`src/rtl/thr_table_loader_pkg.sv`:
```
// Shared types and helpers for the threshold-table loader.
package thr_loader_pkg;

    typedef enum logic [2:0] {
        ST_IDLE   = 3'd0,
        ST_STREAM = 3'd1,
        ST_RAMP   = 3'd2,
        ST_DRAIN  = 3'd3,
        ST_DONE   = 3'd4
    } thr_ld_state_t;

    localparam logic MODE_STREAM = 1'b0;
    localparam logic MODE_RAMP   = 1'b1;

    // Clamp a value to the largest legal threshold (the vector width).
    function automatic logic [31:0] thr_sat(input logic [31:0] value, input logic [31:0] limit);
        logic [31:0] res;
        if (value > limit) begin
            res = limit;
        end else begin
            res = value;
        end
        return res;
    endfunction

endpackage

```
`src/rtl/thr_table_loader_ramp_gen.sv`:
```
// Linear ramp source: base on load, +step per enabled cycle, output clamped
// to VECTOR_WIDTH. The accumulator is wide enough never to wrap over one table.
module thr_ramp_gen
    import thr_loader_pkg::*;
#(
    parameter int VECTOR_WIDTH = 920,
    parameter int CNT_WIDTH    = $clog2(VECTOR_WIDTH + 1)
) (
    input  logic                 clk_i,
    input  logic                 rst_ni,
    input  logic                 load_i,
    input  logic                 en_i,
    input  logic [CNT_WIDTH-1:0] base_i,
    input  logic [CNT_WIDTH-1:0] step_i,
    output logic [CNT_WIDTH-1:0] value_o
);

    localparam int ACC_W = 2 * CNT_WIDTH + 1;

    logic [ACC_W-1:0]     acc_q, acc_d;
    logic [CNT_WIDTH-1:0] step_q, step_d;
    logic [31:0]          sat_s;
    logic                 unused_sat_s;

    // Next accumulator value: reload on start, advance while enabled.
    always_comb begin
        acc_d  = acc_q;
        step_d = step_q;
        if (load_i) begin
            acc_d  = ACC_W'(base_i);
            step_d = step_i;
        end else if (en_i) begin
            acc_d = acc_q + ACC_W'(step_q);
        end else begin
            acc_d = acc_q;
        end
    end

    // Accumulator and latched step registers.
    always_ff @(posedge clk_i or negedge rst_ni) begin
        if (!rst_ni) begin
            acc_q  <= '0;
            step_q <= '0;
        end else begin
            acc_q  <= acc_d;
            step_q <= step_d;
        end
    end

    assign sat_s        = thr_sat(32'(acc_q), 32'(VECTOR_WIDTH));
    assign value_o      = sat_s[CNT_WIDTH-1:0];
    assign unused_sat_s = ^sat_s[31:CNT_WIDTH];

endmodule

```
`src/rtl/thr_table_loader.sv`:
```
// Loads the per-popcount threshold BRAMs from a config stream or a linear ramp.
// Optional stream monotonicity check enabled by defining THR_MONO_CHECK_EN.
module thr_table_loader
    import thr_loader_pkg::*;
#(
    parameter int VECTOR_WIDTH = 920,
    parameter int CNT_WIDTH    = $clog2(VECTOR_WIDTH + 1),
    parameter int NUM_BANKS    = 1,
    parameter int S_DATA_WIDTH = 32
) (
    input  logic                    aclk,
    input  logic                    aresetn,
    input  logic                    start,
    input  logic                    mode,
    input  logic [NUM_BANKS-1:0]    bank_mask,
    input  logic [CNT_WIDTH-1:0]    ramp_base,
    input  logic [CNT_WIDTH-1:0]    ramp_step,
    input  logic [S_DATA_WIDTH-1:0] s_axis_tdata,
    input  logic                    s_axis_tvalid,
    input  logic                    s_axis_tlast,
    output logic                    s_axis_tready,
    output logic [CNT_WIDTH-1:0]    bram_addr,
    output logic [CNT_WIDTH-1:0]    bram_wrdata,
    output logic                    bram_en,
    output logic [NUM_BANKS-1:0]    bram_we,
    output logic                    busy,
    output logic                    done,
    output logic                    err_len,
    output logic                    err_mono
);

    localparam logic [CNT_WIDTH-1:0] ADDR_LAST = CNT_WIDTH'(VECTOR_WIDTH);

    thr_ld_state_t        state_q, state_d;
    logic [NUM_BANKS-1:0] mask_q, mask_d;
    logic [CNT_WIDTH-1:0] addr_q, addr_d;
    logic [NUM_BANKS-1:0] we_q, we_d;
    logic                 en_q;
    logic [CNT_WIDTH-1:0] waddr_q, waddr_d;
    logic [CNT_WIDTH-1:0] wdata_q, wdata_d;
    logic                 busy_q, busy_d;
    logic                 done_q, done_d;
    logic                 err_len_q, err_len_d;
    logic                 tready_q;

    logic                 start_ok_s;
    logic                 ramp_load_s;
    logic                 ramp_en_s;
    logic [CNT_WIDTH-1:0] ramp_val_s;
    logic [31:0]          stream_sat_s;
    logic [CNT_WIDTH-1:0] stream_val_s;
    logic                 unused_s;

    assign start_ok_s   = (state_q == ST_IDLE) && start && (|bank_mask);
    assign stream_sat_s = thr_sat(32'(s_axis_tdata[CNT_WIDTH-1:0]), 32'(VECTOR_WIDTH));
    assign stream_val_s = stream_sat_s[CNT_WIDTH-1:0];
    assign unused_s     = ^{s_axis_tdata[S_DATA_WIDTH-1:CNT_WIDTH], stream_sat_s[31:CNT_WIDTH]};

    thr_ramp_gen #(
        .VECTOR_WIDTH (VECTOR_WIDTH),
        .CNT_WIDTH    (CNT_WIDTH)
    ) u_ramp (
        .clk_i   (aclk),
        .rst_ni  (aresetn),
        .load_i  (ramp_load_s),
        .en_i    (ramp_en_s),
        .base_i  (ramp_base),
        .step_i  (ramp_step),
        .value_o (ramp_val_s)
    );

    // Load sequencer: next state, write request and status flags.
    always_comb begin
        state_d     = state_q;
        mask_d      = mask_q;
        addr_d      = addr_q;
        we_d        = '0;
        waddr_d     = waddr_q;
        wdata_d     = wdata_q;
        busy_d      = busy_q;
        done_d      = 1'b0;
        err_len_d   = err_len_q;
        ramp_load_s = 1'b0;
        ramp_en_s   = 1'b0;
        case (state_q)
            ST_IDLE: begin
                if (start_ok_s) begin
                    mask_d      = bank_mask;
                    addr_d      = '0;
                    busy_d      = 1'b1;
                    err_len_d   = 1'b0;
                    ramp_load_s = 1'b1;
                    state_d     = (mode == MODE_RAMP) ? ST_RAMP : ST_STREAM;
                end else begin
                    state_d = ST_IDLE;
                end
            end
            ST_RAMP: begin
                ramp_en_s = 1'b1;
                we_d      = mask_q;
                waddr_d   = addr_q;
                wdata_d   = ramp_val_s;
                if (addr_q == ADDR_LAST) begin
                    state_d = ST_DONE;
                end else begin
                    addr_d = addr_q + CNT_WIDTH'(1'b1);
                end
            end
            ST_STREAM: begin
                if (s_axis_tvalid) begin
                    we_d    = mask_q;
                    waddr_d = addr_q;
                    wdata_d = stream_val_s;
                    if (s_axis_tlast) begin
                        // tlast before the final address means the table came up short
                        if (addr_q != ADDR_LAST) begin
                            err_len_d = 1'b1;
                        end else begin
                            err_len_d = err_len_q;
                        end
                        state_d = ST_DONE;
                    end else if (addr_q == ADDR_LAST) begin
                        err_len_d = 1'b1;
                        state_d   = ST_DRAIN;
                    end else begin
                        addr_d = addr_q + CNT_WIDTH'(1'b1);
                    end
                end else begin
                    state_d = ST_STREAM;
                end
            end
            ST_DRAIN: begin
                if (s_axis_tvalid && s_axis_tlast) begin
                    state_d = ST_DONE;
                end else begin
                    state_d = ST_DRAIN;
                end
            end
            ST_DONE: begin
                done_d  = 1'b1;
                busy_d  = 1'b0;
                state_d = ST_IDLE;
            end
            default: begin
                busy_d  = 1'b0;
                state_d = ST_IDLE;
            end
        endcase
    end

    // Sequencer state and registered BRAM/status outputs.
    always_ff @(posedge aclk or negedge aresetn) begin
        if (!aresetn) begin
            state_q   <= ST_IDLE;
            mask_q    <= '0;
            addr_q    <= '0;
            we_q      <= '0;
            en_q      <= 1'b0;
            waddr_q   <= '0;
            wdata_q   <= '0;
            busy_q    <= 1'b0;
            done_q    <= 1'b0;
            err_len_q <= 1'b0;
            tready_q  <= 1'b0;
        end else begin
            state_q   <= state_d;
            mask_q    <= mask_d;
            addr_q    <= addr_d;
            we_q      <= we_d;
            en_q      <= |we_d;
            waddr_q   <= waddr_d;
            wdata_q   <= wdata_d;
            busy_q    <= busy_d;
            done_q    <= done_d;
            err_len_q <= err_len_d;
            tready_q  <= (state_d == ST_STREAM) || (state_d == ST_DRAIN);
        end
    end

`ifdef THR_MONO_CHECK_EN
    logic [CNT_WIDTH-1:0] prev_q, prev_d;
    logic                 err_mono_q, err_mono_d;

    // Flag any stream entry smaller than the one written before it.
    always_comb begin
        prev_d     = prev_q;
        err_mono_d = err_mono_q;
        if (start_ok_s) begin
            err_mono_d = 1'b0;
        end else if ((state_q == ST_STREAM) && s_axis_tvalid) begin
            prev_d = stream_val_s;
            if ((addr_q != '0) && (stream_val_s < prev_q)) begin
                err_mono_d = 1'b1;
            end else begin
                err_mono_d = err_mono_q;
            end
        end else begin
            prev_d = prev_q;
        end
    end

    // Previous-value and sticky monotonicity flag registers.
    always_ff @(posedge aclk or negedge aresetn) begin
        if (!aresetn) begin
            prev_q     <= '0;
            err_mono_q <= 1'b0;
        end else begin
            prev_q     <= prev_d;
            err_mono_q <= err_mono_d;
        end
    end

    assign err_mono = err_mono_q;
`else
    assign err_mono = 1'b0;
`endif

    assign s_axis_tready = tready_q;
    assign bram_addr     = waddr_q;
    assign bram_wrdata   = wdata_q;
    assign bram_en       = en_q;
    assign bram_we       = we_q;
    assign busy          = busy_q;
    assign done          = done_q;
    assign err_len       = err_len_q;

endmodule
```
`config.mk`:
```
export PLATFORM = sky130hd
export DESIGN_NAME = thr_table_loader
export DESIGN_NICKNAME = d
export VERILOG_FILES = /design/src/rtl/thr_table_loader_pkg.sv /design/src/rtl/thr_table_loader_ramp_gen.sv /design/src/rtl/thr_table_loader.sv
export SDC_FILE = /design/constraint.sdc
export NUM_CORES = 1
export LEC_CHECK = 0
export CORE_ASPECT_RATIO = 0.6
export CORE_MARGIN = 5
export CORE_UTILIZATION = 56
export CTS_BUF_LIST = sky130_fd_sc_hd__clkbuf_4
export CTS_CLUSTER_SIZE = 30
export DETAILED_ROUTE_END_ITERATION = 10
export GPL_TIMING_DRIVEN = 1
export PLACE_DENSITY_LB_ADDON = 0.2
export SLEW_MARGIN = 10
export SYNTH_ARGS = -nofsm -noshare
export SYNTH_HDL_FRONTEND = slang
export SYNTH_SLANG_ARGS = --single-unit
```
`constraint.sdc`:
```
create_clock -name aclk -period 4.6 [get_ports aclk]
set_clock_uncertainty 0.2 [all_clocks]
set_input_delay 0.46 -clock aclk [delete_from_list [all_inputs] [get_ports aclk]]
set_output_delay 0.46 -clock aclk [all_outputs]
set_load 0.02 [all_outputs]
```
==> run summary <==
The flow ran to the end, but the final reports show violations. The final reports fail on hold timing. The count of synthesis-stage warnings from yosys is 0. The number of antenna diodes in the final layout is 0. Setup violations remaining at the end of the flow were counted as 0.

Counting distinct cell types in the post-synthesis netlist gives 56. The die outline height came out at 73.3 um. 86 I/O pins were placed. Of the cells placed in the final design, the portion with a size suffix greater than 1 is 6.50%. The count of final max-slew check failures is 0, and the number of nets in the layout is 544. The number of buffers created by CTS is 9.

Topmost layer with routed signal wires: met4. The number of hold-slack violations in the final timing report is 1. TritonCTS built the clock tree. The worst setup path is captured at a flop. The worst relative slew slack came out at 29.4%.

Synthesis produced a netlist with a net count of 488. The floorplan step defined a die boundary enclosing 8470 um2. Leaving out fill and tap cells, the most frequent cell in the layout is nand2_1. Data on the critical path is required at its endpoint by 4.75 ns. Synthesis produced 416 cells. The number of cells on the worst reg-to-reg path is 7.

The number of vias after detailed routing is 3368. Detailed placement ended at an HPWL of 7110 um. Terminus of the critical flop-to-flop path: u_ramp.acc_q[10]$_DFFE_PN0P_. The worst-case setup slack after placement is 1.70 ns, and the detailed-route wire length on metal 1 is 4750 um. The dominant synthesized flop cell was dfrtp_1. For this run, the detailed router's first-pass iteration total came to 5. The floorplan has 23 rows. IR analysis of the VDD net gives a maximum drop of 0.392 mV.

In this run, the number of DRC markers left after iteration 0 of detailed routing was 239. The area added between synthesis and finish was 22.6%. In this run the deepest clock path goes through 2 buffers. After clock tree synthesis, the clock-pin slew on the worst setup and hold paths is 0.13 ns. The setup total negative slack was 0 ns. Number of antenna violations at the first check in global routing: 0. The met2 wire length was 4140 um; the setup slack of the critical path after layout was 1.61 ns. The run gives 2.06 nW as the leakage power. For this run, design rule violations remaining after detail routing come to 0.

Based on the critical path, the design can be clocked at up to 0.335 GHz. The share of the yosys chip area belonging to registers was 46.8%. Setup repair after global routing left no endpoint under its margin. The synthesized design contains 0 enable-type register cells. STA puts the critical path data arrival time at 3.14 ns. The run gives 6590 um2 as the core region area. Entering global routing, the biggest net connects 48 pins. The worst slack on hold paths is -0.00779 ns. The worst-skew pair later-pin latency came out at 0.44 ns. For the number of hold buffers added after cts, the log shows 0. Across every metal layer, demand over resource in global routing totals 24.8%. Across the run, the number of max-cap violations was 0. STA classifies the critical path startpoint as a flop.

Post-CTS timing repair inserted 0 buffers for setup. The tools report the end-of-flow core utilization as 69.6%. The met3 wirelength from detailed routing came out at 819 um.

The tightest min-delay check is of the in2async type. In the routed layout, each cell is associated on average with a via count of 5.97. The count of cells in the finished layout, fillers not included, comes to 564.

In the finished design, the share of the clock period the worst path needs comes to 65.0%. The initial utilization of the core area, before any placement, comes to 56.8%. The origin of the critical flop-to-flop path was u_ramp.acc_q[0]$_DFFE_PN0P_. The first global-routing pass estimated 16000 um of wire.

For the pin with the worst max-slew slack, the measured transition is 1.06 ns. The mapped netlist covers 3740 um2. The routed design has 9850 um of wire.

The worst setup path is of the reg2reg kind. The post-detailed-route count of antenna-violating nets is 0, and the power density relative to cell area is 639 nW/um2. The routed length per instance was 17.5 um; the register-to-register setup slack was 1.61 ns.

Of all nets on the critical path, the largest fanout is 12. The tools report the cell count after placement as 548. Leaving out fill and tap cells, the most frequent cells in the layout are nand2_1 (108), dfrtp_1 (70), clkdlybuf4s50_1 (61), a21oi_1 (24), o21ai_0 (23). Average instance area after synthesis: 8.99 um2. Total congestion overflow: 0. Routability-driven placement finished with a final weighted congestion of 0.889. The final period demand of the worst path works out to 2.99 ns. The count of port buffers added during placement was 62.

The clock root buffer master was clkbuf_4. In this run, post-CTS repair resized a total of 0 instances. Synthesis inferred 70 register bits.

The width of the chip came out at 116 um. Number of global-route vias before repair: 3161. For this design, the sink count on the clock tree is 70. The H-tree generated during clock tree synthesis spans 3 levels. Share of async-settable or async-resettable flops after synthesis: 100%.
-- cells by family (layout without fill, tap and decap cells) --
group,after synthesis,after routing,synth area share [%]
other,1,1,0.100
flip-flops,70,70,46.8
buffers and inverters,27,88,3.24
adder cells (fa/ha/maj),13,13,4.55
XOR/XNOR,9,9,2.11
AO/OA/AOI/OAI,106,106,19.3
multiplexers,3,3,0.836
AND/OR/NAND/NOR,187,187,23.0
-- sequential cells by signal, summed over array words and instances, names as in the netlist --
signal / flops
err_len: 1
busy: 1
bram_addr: 10
s_axis_tready: 1
u_ramp.step_q: 10
mask_q: 1
addr_q: 10
state_q: 3
u_ramp.acc_q: 21
bram_en: 1
bram_wrdata: 10
done: 1
-- power by group --
part,switching (mW),total (mW),internal (mW)
combinational,0.860,1.45,0.588
clock,0.231,0.511,0.280
sequential,0.177,0.975,0.798
-- per-stage QoR --
stage | total power, mW | instance area [um2]
global route | 3.15 | 4590
CTS | 2.92 | 4590
global placement | 2.35 | 4400
floorplan | 1.96 | 3740
detailed placement | 2.41 | 4400
finish | 2.93 | 4590
-- layout make-up --
type / instances / area (um2)
Fill cell: 531 / 2000
Multi-Input combinational cell: 319 / 1870
Sequential cell: 70 / 1750
Timing Repair Buffer: 66 / 646
Clock inverter: 6 / 110
Tap cell: 87 / 109
Clock buffer: 10 / 75.1
Inverter: 6 / 22.5
-- worst max-delay path, stage by stage, from the launching register on --
cell and delay (ns):
dfrtp_1 0.43, ha_1 0.22, fa_1 0.40, a21o_1 0.20, a221o_1 0.36, a21oi_1 0.72
o21ai_0 0.21, a21oi_1 0.17
-- how the worst max path moves through the flow --
stage                     cells past startpoint                   startpoint                           end
after floorplan                               8  u_ramp.acc_q[0]$_DFFE_PN0P_  u_ramp.acc_q[12]$_DFFE_PN0P_
after global placement                        6                s_axis_tvalid         addr_q[7]$_DFFE_PN0P_
after detailed placement                      7  u_ramp.acc_q[0]$_DFFE_PN0P_  u_ramp.acc_q[10]$_DFFE_PN0P_
after CTS                                     7  u_ramp.acc_q[0]$_DFFE_PN0P_  u_ramp.acc_q[10]$_DFFE_PN0P_
after global routing                          7  u_ramp.acc_q[0]$_DFFE_PN0P_  u_ramp.acc_q[10]$_DFFE_PN0P_
final                                         7  u_ramp.acc_q[0]$_DFFE_PN0P_  u_ramp.acc_q[10]$_DFFE_PN0P_
-- synthesized netlist by cell type, types with 4 or more instances --
cell | n | area [um2]
nor2_1 | 22 | 82.6
a32oi_1 | 5 | 43.8
a31oi_1 | 6 | 37.5
clkbuf_1 | 14 | 52.6
o31ai_1 | 8 | 60.1
ha_1 | 12 | 150
or4_1 | 6 | 45.0
a21o_1 | 8 | 60.1
nand4_1 | 7 | 43.8
buf_2 | 4 | 20.0
inv_1 | 6 | 22.5
and3_1 | 5 | 31.3
a21oi_1 | 24 | 120
or3_1 | 4 | 25.0
nand3_1 | 9 | 45.0
dfrtp_1 | 70 | 1750
xnor2_1 | 4 | 35.0
xor2_1 | 5 | 43.8
nand2b_1 | 4 | 25.0
o211ai_1 | 4 | 30.0
nor3_1 | 5 | 25.0
o21ai_0 | 23 | 115
nand2_1 | 108 | 405
-- routing by layer --
| layer | global-route usage [%] | vias to the layer above |
|---|---|---|
| met1 | 38.4 | 1601 |
| met5 | 0 | - |
| met2 | 34.7 | 148 |
| li1 | - | 1603 |
| met3 | 5.51 | 16 |
| met4 | 7.29 | 0 |
Note: power is estimated with default switching activity, not from simulation.
